<file path="src/rtl/mfp_ahb_move_fifo_pkg.sv">
// Shared constants for the AHB move FIFO: bus addresses, register map,
// move-code fields and the address-phase bundle.
package mfp_ahb_move_fifo_pkg;

  localparam logic [31:0] H_MVF_MOVE   = 32'h1f90_0000;
  localparam logic [31:0] H_MVF_STATUS = 32'h1f90_0004;
  localparam logic [31:0] H_MVF_CTRL   = 32'h1f90_0008;
  localparam logic [31:0] H_MVF_EXEC   = 32'h1f90_000C;

  typedef enum logic [1:0] {
    REG_MOVE   = 2'd0,
    REG_STATUS = 2'd1,
    REG_CTRL   = 2'd2,
    REG_EXEC   = 2'd3
  } reg_sel_e;

  localparam int MV_FACE_LSB = 2;
  localparam int MV_FACE_W   = 3;
  localparam int MV_TURN_LSB = 0;
  localparam int MV_TURN_W   = 2;

  localparam logic [1:0] TURN_CW  = 2'd1;
  localparam logic [1:0] TURN_CCW = 2'd2;
  localparam logic [1:0] TURN_180 = 2'd3;

  localparam int ST_EMPTY   = 0;
  localparam int ST_FULL    = 1;
  localparam int ST_OVF     = 2;
  localparam int ST_CNT_LSB = 8;

  localparam int CTRL_FLUSH   = 0;
  localparam int CTRL_CLR_OVF = 1;
  localparam int CTRL_IE      = 2;

  typedef struct packed {
    logic     vld;
    logic     wr;
    reg_sel_e sel;
  } ahb_ap_t;

  function automatic logic [4:0] mv_code(
    input logic [MV_FACE_W-1:0] face,
    input logic [MV_TURN_W-1:0] turn
  );
    return {face, turn};
  endfunction

endpackage

</file>
<file path="src/rtl/mfp_ahb_move_fifo_if.sv">
// AHB-lite slave signals plus the move stream to the rotation engine.
interface mfp_ahb_move_fifo_if #(
  parameter int MOVE_W = 5
);

  logic [31:0]       HADDR;
  logic [1:0]        HTRANS;
  logic [31:0]       HWDATA;
  logic              HWRITE;
  logic              HSEL;
  logic [31:0]       HRDATA;
  logic [MOVE_W-1:0] MV_DATA;
  logic              MV_VALID;
  logic              MV_READY;
  logic              IRQ_EMPTY;

  modport slave (
    input  HADDR, HTRANS, HWDATA, HWRITE, HSEL,
    input  MV_READY,
    output HRDATA, MV_DATA, MV_VALID, IRQ_EMPTY
  );

  modport master (
    output HADDR, HTRANS, HWDATA, HWRITE, HSEL,
    output MV_READY,
    input  HRDATA, MV_DATA, MV_VALID, IRQ_EMPTY
  );

endinterface

</file>
<file path="src/rtl/mfp_move_fifo.sv">
// Generic synchronous FIFO with push/pop/flush and occupancy outputs.
// Also exposes the entry behind the head for look-ahead reads.
module mfp_move_fifo #(
  parameter int DEPTH = 16,
  parameter int WIDTH = 5,
  localparam int AW = $clog2(DEPTH),
  localparam int CW = AW + 1
) (
  input  logic             clk,
  input  logic             rst_n,
  input  logic             push,
  input  logic             pop,
  input  logic             flush,
  input  logic [WIDTH-1:0] wdata,
  output logic [WIDTH-1:0] head,
  output logic [WIDTH-1:0] next,
  output logic [CW-1:0]    count,
  output logic             full,
  output logic             empty
);

  logic [WIDTH-1:0] mem [DEPTH];
  logic [AW-1:0]    wr_ptr;
  logic [AW-1:0]    rd_ptr;
  logic [AW-1:0]    rd_ptr_n;
  logic [CW-1:0]    cnt;
  logic             do_push;
  logic             do_pop;

  assign empty    = (cnt == '0);
  assign full     = (cnt == CW'(DEPTH));
  assign count    = cnt;
  assign rd_ptr_n = rd_ptr + AW'(1);

  // flush beats both ports; a full FIFO still accepts when it pops
  assign do_pop  = pop & ~empty & ~flush;
  assign do_push = push & ~flush & (~full | do_pop);

  always_ff @(posedge clk or negedge rst_n) begin
    if (!rst_n) begin
      wr_ptr <= '0;
      rd_ptr <= '0;
      cnt    <= '0;
    end else if (flush) begin
      wr_ptr <= '0;
      rd_ptr <= '0;
      cnt    <= '0;
    end else begin
      if (do_push) wr_ptr <= wr_ptr + AW'(1);
      if (do_pop)  rd_ptr <= rd_ptr_n;
      cnt <= cnt + CW'(do_push) - CW'(do_pop);
    end
  end

  always_ff @(posedge clk) begin
    if (do_push) mem[wr_ptr] <= wdata;
  end

  assign head = empty ? '0 : mem[rd_ptr];
  assign next = mem[rd_ptr_n];

endmodule

</file>
<file path="src/rtl/mfp_ahb_move_fifo.sv">
// AHB-lite wrapper around the move FIFO: address-phase capture,
// CTRL/EXEC/overflow registers and registered read data.
module mfp_ahb_move_fifo
  import mfp_ahb_move_fifo_pkg::*;
#(
  parameter int DEPTH  = 16,
  parameter int MOVE_W = 5
) (
  input  logic                 HCLK,
  input  logic                 HRESETn,
  mfp_ahb_move_fifo_if.slave   bus
);

  localparam int AW = $clog2(DEPTH);
  localparam int CW = AW + 1;

  ahb_ap_t           ap;
  logic              ap_hit;
  reg_sel_e          rsel;
  logic              wr_move;
  logic              wr_ctrl;
  logic              wr_exec;
  logic              flush;
  logic              pop;

  logic [MOVE_W-1:0] f_head;
  logic [MOVE_W-1:0] f_next;
  logic [CW-1:0]     f_count;
  logic              f_full;
  logic              f_empty;

  logic              ovf;
  logic              ie;
  logic              irq;
  logic [15:0]       exec_cnt;
  logic [31:0]       hrdata;

  logic [CW-1:0]     cnt_rd;
  logic [MOVE_W-1:0] head_rd;
  logic [15:0]       exec_rd;
  logic [31:0]       rd_nxt;
  logic              unused_ok;

  assign ap_hit = bus.HSEL & bus.HTRANS[1];
  assign rsel   = reg_sel_e'(bus.HADDR[3:2]);

  always_ff @(posedge HCLK or negedge HRESETn) begin
    if (!HRESETn) begin
      ap <= '0;
    end else begin
      ap.vld <= ap_hit;
      ap.wr  <= bus.HWRITE;
      ap.sel <= rsel;
    end
  end

  assign wr_move = ap.vld & ap.wr & (ap.sel == REG_MOVE);
  assign wr_ctrl = ap.vld & ap.wr & (ap.sel == REG_CTRL);
  assign wr_exec = ap.vld & ap.wr & (ap.sel == REG_EXEC);
  assign flush   = wr_ctrl & bus.HWDATA[CTRL_FLUSH];
  assign pop     = ~f_empty & bus.MV_READY & ~flush;

  mfp_move_fifo #(
    .DEPTH (DEPTH),
    .WIDTH (MOVE_W)
  ) u_fifo (
    .clk   (HCLK),
    .rst_n (HRESETn),
    .push  (wr_move),
    .pop   (pop),
    .flush (flush),
    .wdata (bus.HWDATA[MOVE_W-1:0]),
    .head  (f_head),
    .next  (f_next),
    .count (f_count),
    .full  (f_full),
    .empty (f_empty)
  );

  always_ff @(posedge HCLK or negedge HRESETn) begin
    if (!HRESETn) begin
      ovf      <= 1'b0;
      ie       <= 1'b0;
      irq      <= 1'b0;
      exec_cnt <= '0;
    end else begin
      if (wr_move & f_full & ~pop)
        ovf <= 1'b1;
      else if (wr_ctrl & bus.HWDATA[CTRL_CLR_OVF])
        ovf <= 1'b0;
      if (wr_ctrl)
        ie <= bus.HWDATA[CTRL_IE];
      if (wr_exec)
        exec_cnt <= '0;
      else if (pop)
        exec_cnt <= exec_cnt + 16'd1;
      irq <= f_empty & ie;
    end
  end

  // read view: this cycle's pop applied, the pending data-phase write not yet
  assign cnt_rd  = f_count - CW'(pop);
  assign head_rd = (cnt_rd == '0) ? '0 : (pop ? f_next : f_head);
  assign exec_rd = exec_cnt + 16'(pop);

  always_comb begin
    rd_nxt = '0;
    unique case (rsel)
      REG_MOVE: rd_nxt = 32'(head_rd);
      REG_STATUS: begin
        rd_nxt[ST_EMPTY]          = (cnt_rd == '0);
        rd_nxt[ST_FULL]           = (cnt_rd == CW'(DEPTH));
        rd_nxt[ST_OVF]            = ovf;
        rd_nxt[ST_CNT_LSB +: 8]   = 8'(cnt_rd);
      end
      REG_CTRL: rd_nxt[CTRL_IE]  = ie;
      REG_EXEC: rd_nxt[15:0]     = exec_rd;
    endcase
  end

  always_ff @(posedge HCLK or negedge HRESETn) begin
    if (!HRESETn)
      hrdata <= '0;
    else if (ap_hit & ~bus.HWRITE)
      hrdata <= rd_nxt;
  end

  assign bus.HRDATA    = hrdata;
  assign bus.MV_DATA   = f_head;
  assign bus.MV_VALID  = ~f_empty;
  assign bus.IRQ_EMPTY = irq;

  assign unused_ok = ^{bus.HADDR[31:4], bus.HADDR[1:0],
                       bus.HTRANS[0], bus.HWDATA[31:MOVE_W]};

endmodule

</file>
<file path="src/flat_wrapper.sv">
// flat-port wrapper written by rule: the top's interface ports become plain ports
module mfp_ahb_move_fifo_flat import mfp_ahb_move_fifo_pkg::*;
#(
  parameter int DEPTH  = 16,
  parameter int MOVE_W = 5
)
  (HCLK, HRESETn, bus_HADDR, bus_HTRANS, bus_HWDATA, bus_HWRITE, bus_HSEL, bus_MV_READY, bus_HRDATA, bus_MV_DATA, bus_MV_VALID, bus_IRQ_EMPTY);
  mfp_ahb_move_fifo_if #(.MOVE_W(MOVE_W)) bus_i ();
  input  logic HCLK;
  input  logic HRESETn;
  input wire logic [$bits(bus_i.HADDR)-1:0] bus_HADDR;
  input wire logic [$bits(bus_i.HTRANS)-1:0] bus_HTRANS;
  input wire logic [$bits(bus_i.HWDATA)-1:0] bus_HWDATA;
  input wire logic [$bits(bus_i.HWRITE)-1:0] bus_HWRITE;
  input wire logic [$bits(bus_i.HSEL)-1:0] bus_HSEL;
  input wire logic [$bits(bus_i.MV_READY)-1:0] bus_MV_READY;
  output wire logic [$bits(bus_i.HRDATA)-1:0] bus_HRDATA;
  output wire logic [$bits(bus_i.MV_DATA)-1:0] bus_MV_DATA;
  output wire logic [$bits(bus_i.MV_VALID)-1:0] bus_MV_VALID;
  output wire logic [$bits(bus_i.IRQ_EMPTY)-1:0] bus_IRQ_EMPTY;
  assign bus_i.HADDR = bus_HADDR;
  assign bus_i.HTRANS = bus_HTRANS;
  assign bus_i.HWDATA = bus_HWDATA;
  assign bus_i.HWRITE = bus_HWRITE;
  assign bus_i.HSEL = bus_HSEL;
  assign bus_i.MV_READY = bus_MV_READY;
  assign bus_HRDATA = bus_i.HRDATA;
  assign bus_MV_DATA = bus_i.MV_DATA;
  assign bus_MV_VALID = bus_i.MV_VALID;
  assign bus_IRQ_EMPTY = bus_i.IRQ_EMPTY;
  mfp_ahb_move_fifo #(.DEPTH(DEPTH), .MOVE_W(MOVE_W)) u_core (.HCLK(HCLK), .HRESETn(HRESETn), .bus(bus_i));
endmodule
</file>
<file path="config.mk">
export PLATFORM = sky130hd
export DESIGN_NAME = mfp_ahb_move_fifo_flat
export DESIGN_NICKNAME = d
export VERILOG_FILES = /design/src/rtl/mfp_ahb_move_fifo_pkg.sv /design/src/rtl/mfp_ahb_move_fifo_if.sv /design/src/rtl/mfp_move_fifo.sv /design/src/rtl/mfp_ahb_move_fifo.sv /design/src/flat_wrapper.sv
export SDC_FILE = /design/constraint.sdc
export NUM_CORES = 1
export LEC_CHECK = 0
export ABC_AREA = 0
export CORE_ASPECT_RATIO = 0.5
export CORE_MARGIN = 8
export CORE_UTILIZATION = 30
export CTS_CLUSTER_SIZE = 25
export DETAILED_ROUTE_END_ITERATION = 10
export GPL_TIMING_DRIVEN = 0
export PLACE_DENSITY = 0.62
export SETUP_SLACK_MARGIN = 0.4
export SYNTH_ARGS = -nofsm -noshare
export SYNTH_HDL_FRONTEND = slang
export SYNTH_HIERARCHICAL = 1
export SYNTH_SLANG_ARGS = --single-unit
</file>
<file path="constraint.sdc">
create_clock -name HCLK -period 4.2 [get_ports HCLK]
set_clock_uncertainty 0.05 [all_clocks]
set_input_delay 1.05 -clock HCLK [delete_from_list [all_inputs] [get_ports HCLK]]
set_output_delay 1.05 -clock HCLK [all_outputs]
set_load 0.1 [all_outputs]
</file>
## Word level (Yosys, flattened, before mapping)

Memory sizes are Yosys's and may differ from the RTL's.
Index checks and enable logic that the tools add are counted.

- Bits of input ports: 71
- Memories kept: 1
- RAM bits: 80
- Word-level logic and storage cells: 75
- Register bits: 52

- Bitwise gates (word level): 23
- Reduce and logical (&&, ||, !) cells: 8
- Multiplexer cells: 18
- Add/sub/neg operators: 7
- Equality and inequality tests: 7

Memories:

| name | words | bits a word | rd ports | clocked after Yosys merged registers in | wr ports | RTL line | source |
|---|---|---|---|---|---|---|---|
| u_core.u_fifo.mem | 16 | 5 | 2 | 0 | 1 | mfp_move_fifo.sv:22 | `logic [WIDTH-1:0] mem [DEPTH];` |

Operators with widths:

| cell | count |
|---|---|
| $mux 16 | 2 |
| $mux 5 | 4 |
| $and 1x1->1 | 17 |
| $add 16x1->16 | 1 |
| $add 16x1->16 const B | 1 |
| $mux 4 | 4 |
| $pmux 8 s2 | 1 |
| $eq 5x5->1 const B | 2 |
| $logic_not 5->1 | 2 |
| $pmux 5 s2 | 1 |
| $sub 5x1->5 | 2 |
| $add 4x1->4 const B | 2 |
| $eq 2x2->1 const B | 4 |
| $reduce_bool 2->1 | 4 |
| $pmux 2 s3 | 1 |
| $add 5x1->5 | 1 |
| $not 1->1 | 5 |
| $logic_not 2->1 | 2 |
| $mux 1 | 4 |
| $pmux 1 s4 | 1 |
| $eq 2x1->1 const B | 1 |
| $or 1x1->1 | 1 |

## Depth between registers and ports, before layout

- Depth in word-level cells: 12
- Gate-level depth with buffers: 17

## By module

Netlist, hierarchy kept.

By module, submodules not included:

| module | cells each | seq. area each (µm²) | area each (µm²) | instances |
|---|---|---|---|---|
| mfp_move_fifo | 316 | 2727.6 | 4636.9 | 1 |
| mfp_ahb_move_fifo | 283 | 975.9 | 2606.2 | 1 |

## Worst setup path before layout

No wires, ideal clock.

- Kind: reg2out
- Start point: reg u_core.u_fifo.rd_ptr[0]
- End point: out bus_MV_DATA[1]
- Stages on the path, launching flop included: 7
- Path slack: 0.285 ns
- Data arrival time: 2.815 ns
- Cell sequence: dfrtp_1 -> buf_4 -> buf_2 -> buf_2 -> mux4_2 -> mux2i_1 -> o22ai_1

- Longest elaborated chain between the ends: 2

Ends and longest elaborated chain:

| item | RTL line | source |
|---|---|---|
| start: declaration | mfp_move_fifo.sv:24 | `logic [AW-1:0] rd_ptr;` |
| start signal: assignment | mfp_move_fifo.sv:50 | `if (do_pop) rd_ptr <= rd_ptr_n;` |
| $mem_v2 16x5 | -- |  |
| $mux 5 | mfp_move_fifo.sv:59 | `assign head = empty ? '0 : mem[rd_ptr];` |
| end: declaration | flat_wrapper.sv:18 | `output wire logic [$bits(bus_i.MV_DATA)-1:0] bus_MV_DATA;` |

Every way passes these cells.

## Worst setup path after layout

- Start point: reg u_core.u_fifo.rd_ptr[1]
- End point: out bus_MV_DATA[1]

Same word-level chain as after synthesis.

==> metrics <==
async set-reset flop share out of synthesis=39.4%; Worst EP required=3.10 ns; Mean Syn Cell Area=12.1 sq um; Post-CTS Hold Buffers=0; Most used DFF post-synth=edfxtp_1; sequential-to-total area share from yosys stat=51.1%; mapped cell area=7240 sq um; Fmax=0.272 GHz; WHS Path Cells=2; Slew Limit Fails=0; Max Cap Viol=0; Std-Cell Rows=40; TNS Setup=0 ns; CP max FO=10; Final Cell Area=8790 sq um; n_diodes=0; unique cell type count in the Yosys netlist=69; EDFF count, synth=80; first-pass GRT wire length=29200 um; All-Layer GR Usage=12.6%; CTS Buffer Depth=2; Initial DRC Count=495; pwr dens=724 nW/um^2; CTS H-Tree Depth=4; DR pass1 iterations=5; via count=5203; fin util=36.8%; Worst-Skew Late Latency=0.43 ns; unrepaired setup endpoints after global routing=true; peak supply drop=0.352 mV; Initial Util=30.3%; vias in the first global route=5234; final worst path period share=87.6%; CTS Root Cell=clkbuf_16; Via density=5.20; Tightest Hold Check Type=register to register; PnR worst setup slack=0.520 ns; DRC=0; worst reg2reg path depth=17; Layout Nets=765; Die Wd=236 um; yosys warns=6; flops & latches, synth=132; DRT antenna net count=0; Critical Path Sink Type=output pin; core area=23900 sq um; total power draw=6.37 mW; GRT overflow=0; RePlAce Congestion=0.912; IO buf count=35; Placed Area=8090 sq um; P&R area growth vs syn=21.4%; Setup-failing EPs final=0; largest net degree at the start of global routing=35; routed len/inst=18.6 um; Ports=110; pre-CTS setup slack=-0.911 ns; worst slew pin tran=0.978 ns; Die Ht=126 um; Mapped Cells=599; nature of the critical path startpoint=register; Routed WL=18600 um; Die ar.=29700 sq um; Reg clk slew, reported paths=0.06 ns; Worst slew margin=34.6%; worst path arrival time=2.58 ns; final hold vios=0; leak pwr=3.29 nW; initial antenna violation count=0; fin crit period=3.68 ns; Num CTS Buffers=17; kind of critical path=register to output pin; hpwl dp=13600 um; layout cells sized above 1=20.6%; Clock Sinks=132; CTS tree=yes; status=finished clean
## through the flow
step | instances | hold slack, ns
floorplan | 614 | 0.418
global placement | 964 | 0.419
detailed placement | 965 | 0.425
CTS | 997 | 0.440
global route | 1001 | 0.465
finish | 1001 | 0.433
## worst max-delay path, cell delays in order, from the launching register on
cell and delay, ns:
dfrtp_1 0.43, buf_2 0.40, mux4_2 0.61, mux2i_1 0.30
o22ai_2 0.16, buf_4 0.26
## cell type report
cell class	count	area [sq um]
Clock inverter	15	199
Buffer	47	289
Multi-Input combinational cell	418	3330
Timing Repair Buffer	40	380
Fill cell	2307	15100
Clock buffer	17	425
Inverter	17	66.3
Tap cell	315	394
Sequential cell	132	3710
## synth_stat cells (all sizes together), types with 5 or more instances
master	number	area, sq um
dfrtp	52	1300
edfxtp	80	2400
mux4	30	676
xnor2	19	174
clkbuf	14	53.8
o21ai	18	93.8
a32o	5	50.1
nand3	25	130
o31ai	7	52.6
mux2i	28	280
o22ai	5	31.3
buf	33	225
nor2	36	135
inv	17	63.8
or3	13	82.6
nor3	9	45.0
a21oi	20	100
and3	5	36.3
nor4	5	31.3
ha	20	250
xor2	12	124
nand2	65	244
or4	5	37.5
nand2b	7	51.3
a221oi	5	43.8
nor2b	6	40.0
and2	5	32.5
## timing repair
action	CTS	global route
gates resized for setup	43	14
pin swaps	0	1
endpoints found under the setup margin	103	96
cloned	0	0
buffers inserted	0	4
## flip-flops by register name, summed over array words and instances, names as in the netlist
| signal | count |
|---|---|
| u_core/u_fifo/mem | 80 |
| u_core/ap | 4 |
| u_core/bus.IRQ_EMPTY | 1 |
| u_core/ovf | 1 |
| u_core/exec_cnt | 16 |
| u_core/ie | 1 |
| u_core/u_fifo/count | 5 |
| u_core/u_fifo/wr_ptr | 4 |
| u_core/bus.HRDATA | 16 |
| u_core/u_fifo/rd_ptr | 4 |
## report_power, final
part / total, mW / switching [mW] / internal [mW]
Clock: 1.58 / 0.660 / 0.916
Sequential: 1.65 / 0.138 / 1.52
Combinational: 3.14 / 2.02 / 1.12
## metal layers
layer	up-vias	GRT usage, %	wire (um)
met3	31	3.00	1190
met5	-	0	0
met1	2613	16.3	8250
met4	0	4.69	342
li1	2369	-	-
met2	190	20.3	8800
## cell families (layout without fill, tap and decap cells)
logic type | Yosys count | in the layout | share of synthesized area, %
adders and majority gates | 21 | 21 | 3.73
xor gates and xnor gates | 31 | 31 | 4.11
other | 1 | 16 | 0.0518
DFF | 132 | 132 | 51.1
buffers and inverters | 64 | 136 | 4.73
muxes | 61 | 61 | 13.7
and+or+nand+nor | 200 | 200 | 14.1
AOI/OAI and AO/OA | 89 | 89 | 8.52
## worst paths after layout
kind	from	endpoint	slack (ns)
max	u_core/u_fifo/rd_ptr[1]	bus_MV_DATA[1]	0.52
min	u_core/bus.HRDATA[5]	u_core/bus.HRDATA[5]	0.43
max reg2reg	u_core/u_fifo/count[3]	u_core/u_fifo/count[4]	0.61
min reg2reg	u_core/bus.HRDATA[5]	u_core/bus.HRDATA[5]	0.43
max in group asynchronous	HRESETn	u_core/u_fifo/count[2]	3.04
min in group asynchronous	HRESETn	u_core/bus.HRDATA[13]	0.51
## placed cells by master (no fill, tap or decap), drive strengths merged, types with 6 or more instances in the layout
cell type and instances:
edfxtp 80, clkbuf 31, conb 16, xor2 12
nor2b 6, inv 28, mux2i 28, o31ai 7
nor2 36, nand2 65, nor3 9, ha 20
dfrtp 52, o21ai 18, clkdlybuf4s50 27, or3 13
buf 44, nand3 25, a21oi 20, nand2b 7
mux4 30, xnor2 19
(Power assumes the default switching activity.)
